===== src/rtl/router_local_in_buffer_if.sv =====
// Local-port handshake bundle between the PE, the input buffer and the router switch.
// The master side drives flits and switch-ready; the slave side is the buffer itself.
`ifndef ROUTER_WIDTH
`define ROUTER_WIDTH 8
`endif

interface router_local_in_buffer_if #(
  parameter int DEPTH = 4,
  parameter int WIDTH = `ROUTER_WIDTH
);
  logic                     in_data_valid;
  logic [WIDTH-1:0]         in_data;
  logic                     upstream_credit;
  logic                     out_valid;
  logic [WIDTH-1:0]         out_data;
  logic                     out_ready;
  logic [$clog2(DEPTH):0]   occupancy;
  logic                     overflow;

  modport master (
    output in_data_valid,
    output in_data,
    output out_ready,
    input  upstream_credit,
    input  out_valid,
    input  out_data,
    input  occupancy,
    input  overflow
  );

  modport slave (
    input  in_data_valid,
    input  in_data,
    input  out_ready,
    output upstream_credit,
    output out_valid,
    output out_data,
    output occupancy,
    output overflow
  );
endinterface


===== src/rtl/router_local_in_buffer.sv =====
// Credit-based input buffer for the router's local (PE) port.
// Circular first-word-fall-through FIFO; every popped flit returns one credit
// to the PE on the following cycle. Flits arriving with no free slot are
// dropped and latch a sticky overflow flag.
`ifndef ROUTER_WIDTH
`define ROUTER_WIDTH 8
`endif

module router_local_in_buffer #(
  parameter int DEPTH = 4,
  parameter int WIDTH = `ROUTER_WIDTH
) (
  input  logic                      clk,
  input  logic                      rst,
  router_local_in_buffer_if.slave   bus
);

  localparam int PTR_W = $clog2(DEPTH);
  localparam int OCC_W = PTR_W + 1;
  localparam logic [OCC_W-1:0] OCC_FULL = OCC_W'(DEPTH);
  localparam logic [OCC_W-1:0] OCC_ONE  = OCC_W'(1);
  localparam logic [OCC_W-1:0] OCC_ZERO = OCC_W'(0);
  localparam logic [PTR_W-1:0] PTR_ONE  = PTR_W'(1);
  localparam logic [PTR_W-1:0] PTR_ZERO = PTR_W'(0);

  logic [WIDTH-1:0] mem_r [DEPTH];
  logic [PTR_W-1:0] wr_ptr_r;
  logic [PTR_W-1:0] rd_ptr_r;
  logic [OCC_W-1:0] occ_r;
  logic             valid_r;
  logic             overflow_r;
  logic             credit_r;

  logic             full_s;
  logic             pop_s;
  logic             push_s;
  logic             drop_s;
  logic [OCC_W-1:0] occ_next_s;

  // Push/pop/drop decisions and next occupancy; a pop frees the slot a full-buffer push needs.
  always_comb begin
    full_s     = 1'b0;
    pop_s      = 1'b0;
    push_s     = 1'b0;
    drop_s     = 1'b0;
    occ_next_s = occ_r;
    full_s     = (occ_r == OCC_FULL);
    pop_s      = valid_r & bus.out_ready;
    push_s     = bus.in_data_valid & (~full_s | pop_s);
    drop_s     = bus.in_data_valid & full_s & ~pop_s;
    case ({push_s, pop_s})
      2'b10:   occ_next_s = occ_r + OCC_ONE;
      2'b01:   occ_next_s = occ_r - OCC_ONE;
      default: occ_next_s = occ_r;
    endcase
  end

  // Pointer, occupancy, flag and credit state; reset discards contents and any pending credit.
  always_ff @(posedge clk or negedge rst) begin
    if (!rst) begin
      wr_ptr_r   <= PTR_ZERO;
      rd_ptr_r   <= PTR_ZERO;
      occ_r      <= OCC_ZERO;
      valid_r    <= 1'b0;
      overflow_r <= 1'b0;
      credit_r   <= 1'b0;
    end else begin
      if (push_s) begin
        wr_ptr_r <= wr_ptr_r + PTR_ONE;
      end else begin
        wr_ptr_r <= wr_ptr_r;
      end
      if (pop_s) begin
        rd_ptr_r <= rd_ptr_r + PTR_ONE;
      end else begin
        rd_ptr_r <= rd_ptr_r;
      end
      occ_r      <= occ_next_s;
      valid_r    <= (occ_next_s != OCC_ZERO);
      overflow_r <= overflow_r | drop_s;
      credit_r   <= pop_s;
    end
  end

  // Flit storage; contents are qualified by occupancy so no reset is needed.
  always_ff @(posedge clk) begin
    if (push_s) begin
      mem_r[wr_ptr_r] <= bus.in_data;
    end else begin
      mem_r[wr_ptr_r] <= mem_r[wr_ptr_r];
    end
  end

  assign bus.out_valid       = valid_r;
  assign bus.out_data        = mem_r[rd_ptr_r];
  assign bus.occupancy       = occ_r;
  assign bus.overflow        = overflow_r;
  assign bus.upstream_credit = credit_r;

endmodule


===== src/flat_wrapper.sv =====
// flat-port wrapper written by rule: the top's interface ports become plain ports
module router_local_in_buffer_flat 
#(
  parameter int DEPTH = 4,
  parameter int WIDTH = `ROUTER_WIDTH
)
  (clk, rst, bus_in_data_valid, bus_in_data, bus_out_ready, bus_upstream_credit, bus_out_valid, bus_out_data, bus_occupancy, bus_overflow);
  router_local_in_buffer_if #(.DEPTH(DEPTH), .WIDTH(WIDTH)) bus_i ();
  input  logic clk;
  input  logic rst;
  input wire logic [$bits(bus_i.in_data_valid)-1:0] bus_in_data_valid;
  input wire logic [$bits(bus_i.in_data)-1:0] bus_in_data;
  input wire logic [$bits(bus_i.out_ready)-1:0] bus_out_ready;
  output wire logic [$bits(bus_i.upstream_credit)-1:0] bus_upstream_credit;
  output wire logic [$bits(bus_i.out_valid)-1:0] bus_out_valid;
  output wire logic [$bits(bus_i.out_data)-1:0] bus_out_data;
  output wire logic [$bits(bus_i.occupancy)-1:0] bus_occupancy;
  output wire logic [$bits(bus_i.overflow)-1:0] bus_overflow;
  assign bus_i.in_data_valid = bus_in_data_valid;
  assign bus_i.in_data = bus_in_data;
  assign bus_i.out_ready = bus_out_ready;
  assign bus_upstream_credit = bus_i.upstream_credit;
  assign bus_out_valid = bus_i.out_valid;
  assign bus_out_data = bus_i.out_data;
  assign bus_occupancy = bus_i.occupancy;
  assign bus_overflow = bus_i.overflow;
  router_local_in_buffer #(.DEPTH(DEPTH), .WIDTH(WIDTH)) u_core (.clk(clk), .rst(rst), .bus(bus_i));
endmodule

===== config.mk =====
export PLATFORM = sky130hd
export DESIGN_NAME = router_local_in_buffer_flat
export DESIGN_NICKNAME = d
export VERILOG_FILES = /design/src/rtl/router_local_in_buffer_if.sv /design/src/rtl/router_local_in_buffer.sv /design/src/flat_wrapper.sv
export SDC_FILE = /design/constraint.sdc
export NUM_CORES = 1
export LEC_CHECK = 0
export CAP_MARGIN = 0
export CORE_ASPECT_RATIO = 0.8
export CORE_MARGIN = 2
export CORE_UTILIZATION = 53
export CTS_CLUSTER_SIZE = 28
export DETAILED_ROUTE_END_ITERATION = 10
export HOLD_SLACK_MARGIN = 0.03
export PLACE_DENSITY = 0.86
export SLEW_MARGIN = 0
export SYNTH_ARGS = -nofsm -noshare
export SYNTH_HDL_FRONTEND = slang
export SYNTH_SLANG_ARGS = --single-unit

===== constraint.sdc =====
create_clock -name clk -period 2.4 [get_ports clk]
set_input_delay 0.72 -clock clk [delete_from_list [all_inputs] [get_ports clk]]
set_output_delay 0.72 -clock clk [all_outputs]
set_load 0.02 [all_outputs]

* After elaboration in Yosys (flattened, before gate mapping) *
Memory sizes are Yosys's and may differ from the RTL's.
Index checks and enable logic that the tools add are counted.

word-level totals
  bits in registers = 10
  memory bits (writable) = 32
  input port bits = 12
  output and inout bits = 14
  word-level logic and storage cells = 31
  memories = 1

cells by class
  add/sub/neg operators = 4
  eq/ne operators = 4
  muxes and demuxes = 5
  bitwise gates (word level) = 9
  reduce and logical (&&, ||, !) cells = 2

memories
  memory        words  bits a word  read ports  clocked after memory_dff  write ports  RTL line                      text
  u_core.mem_r  4      8            1           0                         1            router_local_in_buffer.sv:26  logic [WIDTH-1:0] mem_r [DEPTH];

operator list
  operator                                                             count
  8-bit two-way mux                                                    1
  3-bit one-hot mux with 2 select lines                                1
  2-bit by 1-bit adder with 2-bit output (second input constant)       2
  1-bit bitwise AND                                                    4
  3-bit by 1-bit adder with 3-bit output (second input constant)       1
  3-bit == test (second input constant)                                1
  1-bit two-way mux                                                    3
  1-bit bitwise OR                                                     3
  3-bit nonzero test                                                   1
  3-bit by 1-bit subtractor with 3-bit output (second input constant)  1
  2-bit by 1-bit == test with 1-bit output (second input constant)     1
  2-bit == test (second input constant)                                1
  1-bit inverter                                                       2
  2-bit AND reduction                                                  1
  0-bit inequality test                                                1

* Logic depth before layout (Yosys ltp) *
Gate-level depths: netlist (run 1).

  word-level depth = 7
  mapped depth = 9
  depth with buffers taken out = 8

* Least setup slack after synthesis (run 1) *
OpenSTA, ideal clock, no wires.

  path type = input to register
  start point = in bus_out_ready
  end point = reg u_core.valid_r, in the netlist u_core.bus.out_valid
  setup time = 0.146 ns
  arrival time = 2.054 ns
  data required time = 2.254 ns
  path slack = 0.200 ns
  cell stages on the path = 9
  path buffers = 1
  cell sequence = nand2_1 -> buf_4 -> nor2_1 -> inv_1 -> fa_1 -> xor2_1 -> nor3_1 -> a31o_1 -> a31oi_1

on the way
  word-level cells in the longest chain between the ends = 6
  elaborated cells between the ends (all ways) = 7
  classes of those cells = eq/ne: 2; mux: 1; bitwise: 3; reduce/logical: 1

RTL lines
  element                                                                    RTL line                      text
  start, declared                                                            flat_wrapper.sv:13            input wire logic [$bits(bus_i.out_ready)-1:0] bus_out_ready;
  1-bit bitwise AND (*)                                                      router_local_in_buffer.sv:48  pop_s = valid_r & bus.out_ready;
  1-bit bitwise OR                                                           router_local_in_buffer.sv:49  push_s = bus.in_data_valid & (~full_s | pop_s);
  1-bit bitwise AND                                                          router_local_in_buffer.sv:49
  2-bit by 1-bit == test with 1-bit output or 2-bit == test (tied branches)  router_local_in_buffer.sv:51  case ({push_s, pop_s})
  3-bit one-hot mux with 2 select lines (*)                                  router_local_in_buffer.sv:51
  3-bit nonzero test (*)                                                     router_local_in_buffer.sv:79  valid_r <= (occ_next_s != OCC_ZERO);
  end signal, assigned                                                       router_local_in_buffer.sv:79
  end, declared                                                              router_local_in_buffer.sv:30  logic valid_r;

Every way passes the cells marked *; elsewhere a longest branch is shown, timed or not.
A chain may end at the register's enable or synchronous reset.

* Final worst setup path (run 1) *
  start point = reg u_core.rd_ptr_r[0]
  end point = out bus_out_data[6]

on the way
  word-level cells in the longest chain between the ends = 1

RTL lines
  element                 RTL line                      text
  start, declared         router_local_in_buffer.sv:28  logic [PTR_W-1:0] rd_ptr_r;
  start signal, assigned  router_local_in_buffer.sv:74  rd_ptr_r <= rd_ptr_r + PTR_ONE;
  start signal, assigned  router_local_in_buffer.sv:76  rd_ptr_r <= rd_ptr_r;
  memory 4 x 8 bit        n/a
  end, declared           flat_wrapper.sv:16            output wire logic [$bits(bus_i.out_data)-1:0] bus_out_data;

No other way between the ends.

==> results of run 1 <==
worst paths after layout:
| path | end | from |
|---|---|---|
| setup / recovery | bus_out_data[6] | u_core.rd_ptr_r[0] |
| hold / removal | u_core.bus.overflow | u_core.bus.overflow |
| setup reg to reg | u_core.bus.out_valid | u_core.bus.occupancy[0] |
| hold reg to reg | u_core.bus.overflow | u_core.bus.overflow |
| max in group asynchronous | u_core.bus.occupancy[2] | rst |
| min in group asynchronous | u_core.rd_ptr_r[0] | rst |
cell usage in the layout, fill, tap and decap left out, types with 3 or more instances in the layout:
cell type / Yosys / layout
inv_1: 6 / 6
buf_4: 4 / 7
nor2_1: 3 / 3
buf_12: 0 / 4
a211oi_1: 3 / 3
clkbuf_2: 1 / 7
a21oi_1: 4 / 4
mux4_2: 8 / 8
and2_1: 4 / 4
ha_1: 4 / 4
nand2_1: 4 / 4
clkdlybuf4s50_1: 0 / 17
dfrtp_1: 10 / 10
clkbuf_8: 0 / 5
edfxtp_1: 32 / 32
o21ai_0: 4 / 4
xnor2_1: 4 / 4
layer usage:
layer | vias to the layer above | track usage | part of all wire | wire length, µm
met5 | - | 0 | 0 | 0
met4 | 0 | 0.08123 | 0.022 | 66
met1 | 489 | 0.2482 | 0.42 | 1282
met3 | 8 | 0.09514 | 0.065 | 198
met2 | 35 | 0.2665 | 0.49 | 1514
li1 | 481 | - | - | -
cells by family after synthesis:
| kind of cell | count (synthesis) | synth area share |
|---|---|---|
| flip-flops | 42 | 0.6774 |
| AO/OA/AOI/OAI | 17 | 0.06929 |
| AND/OR/NAND/NOR | 16 | 0.04898 |
| buffers and inverters | 12 | 0.03428 |
| multiplexers | 9 | 0.1064 |
| XOR/XNOR | 5 | 0.02449 |
| adder cells (fa/ha/maj) | 5 | 0.03919 |
stage by stage:
| step | total power [mW] | setup WS (ns) | std cells |
|---|---|---|---|
| 3_3_place_gp | 2.304 | -0.07701 | 177 |
| 6_report | 2.706 | 0.03646 | 185 |
| 5_1_grt | 2.877 | -0.04021 | 185 |
| 4_1_cts | 2.752 | 0.004574 | 185 |
| 2_1_floorplan | 1.828 | 0.1995 | 106 |
| 3_5_place_dp | 2.362 | -0.1885 | 177 |
cell type report:
cell class | count | area (µm²)
sequential | 42 | 1211
fill | 209 | 908.4
multi-input combinational | 52 | 524.3
timing repair buffer | 36 | 346.6
clock buffer | 6 | 72.57
tap | 40 | 50.05
inverter | 7 | 26.28
clock inverter | 2 | 13.76
registers in the layout (all words and copies together), names as in the netlist:
register / cells
u_core.bus.occupancy: 3
u_core.bus.upstream_credit: 1
u_core.mem_r: 32
u_core.wr_ptr_r: 2
u_core.bus.overflow: 1
u_core.bus.out_valid: 1
u_core.rd_ptr_r: 2
power breakdown:
group / leakage, nW / internal, mW / total [mW] / switching, mW
Combinational: 0.371 / 0.568 / 1.17 / 0.597
Clock: 0.0452 / 0.205 / 0.434 / 0.230
Sequential: 0.406 / 0.975 / 1.11 / 0.131
Total: 0.822 / 1.75 / 2.71 / 0.958
timing repair:
item	4_1_cts	5_1_grt
setup buffers	0	0
pin swaps	0	0
gates resized for setup	14	10
endpoints found under the setup margin	8	9
critical path: stages, from the launching register on:
cell	delay, ns
dfrtp_1	0.35
buf_4	0.17
mux4_2	0.49
dlygate4sd2_1	0.33
cells in the mapped netlist:
library cell / number
edfxtp_1: 32
dfrtp_1: 10
mux4_2: 8
inv_1: 6
a21oi_1: 4
and2_1: 4
buf_4: 4
ha_1: 4
nand2_1: 4
o21ai_0: 4
xnor2_1: 4
a211oi_1: 3
nor2_1: 3
a31o_1: 1
a31oi_1: 1
a31oi_4: 1
a41o_1: 1
clkbuf_2: 1
fa_1: 1
inv_2: 1
mux2i_1: 1
nand3_1: 1
nor2_4: 1
nor3_1: 1
nor4_1: 1
nor4b_1: 1
o211ai_1: 1
o21a_1: 1
xor2_1: 1
==> flow_results.org, run 1 <==
** Worst setup path
- For the worst flop-to-flop path, the logic depth is 6.
- STA puts the critical path data required time at 1.68 ns.
- Nature of the critical path startpoint :: flip-flop
- Critical path endpoint category :: output pin
- R2r setup slk :: between 0.5 and 0.6 ns
- Max Fanout on Critical Path :: 5
- Arr. time, crit path :: 1.64 ns
- Crit Path Class :: flip-flop to output pin

** Hold path
- The path class of the tightest hold or removal check is flip-flop to flip-flop.
- Along the worst hold path, the cell count comes to 1.

** Yosys
- The synthesized netlist contains 29 unique library cells.
- Each instance of the synthesized netlist takes up on average 16.87 µm².
- The share of synthesized area in the top cell type comes to 0.5374.
- Yosys printed 0 warnings.
- Fraction of the yosys area taken by sequential cells :: 0.6774
- The number of nets handed over by synthesis was 123.
- Yosys attributes the largest share of cell area to edfxtp_1 (54%), dfrtp_1 (14%), mux4_2 (10%).
- Synthesis inferred 42 register bits.
- Yosys top cell by area :: edfxtp_1
- In the synthesized netlist, the number of instances is 106.
- Combined area of all synthesized cells :: 1788 µm²

** Finish
- For this run, the share of the core covered by cells in the final layout is 0.7119.
- Fraction of layout cells with a size suffix above 1 :: 0.2621
- # diodes :: 0
- Relative to the synthesized area, the layout overhead comes to 25.54%.
- Nets@finish :: 161
- After routing the design area is 2245 µm².

** GRT
- Remaining Overflow, GRT :: 0
- In the global route stage, overall resource usage came out at 0.1897.
- The first global-routing pass estimated 4.912 mm of wire.
- The number of global-route vias before repair came to between 1000 and 1500.
- Maximum number of pins on one net before global-route repair :: 14
- The number of antenna violations at the first check in global routing came to 0.

** Detailed routing
- Routed len/inst :: 16.55 µm
- Drt via density :: 5.476
- Remaining DRCs :: 0
- After the first detailed-routing iteration, the DRC count stood at 63.
- Detailed routing inserted a total of about 1000 vias.
- After detailed routing, the total wire length is a little over 3 mm.
- Final ANT Viol Nets :: 0
- First-pass detailed-route iteration total :: 5

** Clock network
- Clock transition at the registers of the reported paths :: 0.08 ns
- The longest clock path from root to sink contains 2 buffers.
- At the later pin of the worst-skew pair, clock insertion delay measures 0.30 ns.
- The tree built by TritonCTS fans out to 42 sinks.
- TritonCTS built the clock tree.
- The number of hold buffers added after CTS was 0.
- The tree is rooted in a clkbuf_8.
- Clock H-tree levels :: 2
- Number of buffers created by CTS :: 5

** Place
- Routability-driven placement finished with a final weighted congestion of around 0.79.
- Post-detailed-placement cell area :: 2186 µm²
- Number of I/O port buffers :: 25
- Placed wire-length estimate after detailed placement :: 2.166 mm

** Pwr
- IR analysis of the VDD net gives a maximum drop of between 0.6 and 0.7 mV.
- Power Dens Cells :: 1206 nW/µm²
- Static power due to leakage :: 0.8222 nW

** STA
- TNS Setup :: 0 ns
- Final worst clock skew :: 0.009576 ns
- Hold slack :: 0.4950 ns
- Timing would allow up to 423.1 MHz.
- Number of setup violations in the final report :: 0
- RSZ-0062 raised after global routing :: yes
- Slew Limit Headroom :: 0.7036
- Final Hold Violating Endpoints :: 0
- Slew at the pin with the worst max-slew slack :: 0.4432 ns
- The count of pins over their slew limit came to 0.
- Final Cycle Share :: 0.9848
- After layout, the minimum clock period comes to 2.364 ns.

** Floorplan
- The die covers 3857 µm².
- DIE HEIGHT :: 55.95 µm
- Number of top-level pins :: 26
- Initial cell density of the core :: 0.5671
- Row cnt :: 18
- Floorplan die width :: 68.94 µm
- The total area inside the core boundary comes to 3153 µm².

** Job
- Max-cap violations :: 0

** Status
- Result of the run :: finished clean
Note: power is estimated with default switching activity, not from simulation.
==> run 2: changes to the inputs <==
- CTS_CLUSTER_SIZE: 28 -> not set
- SLEW_MARGIN: 0 -> 20
==> results of run 2 <==
No change in the layout: final DEF, timing and power equal those of run 1.
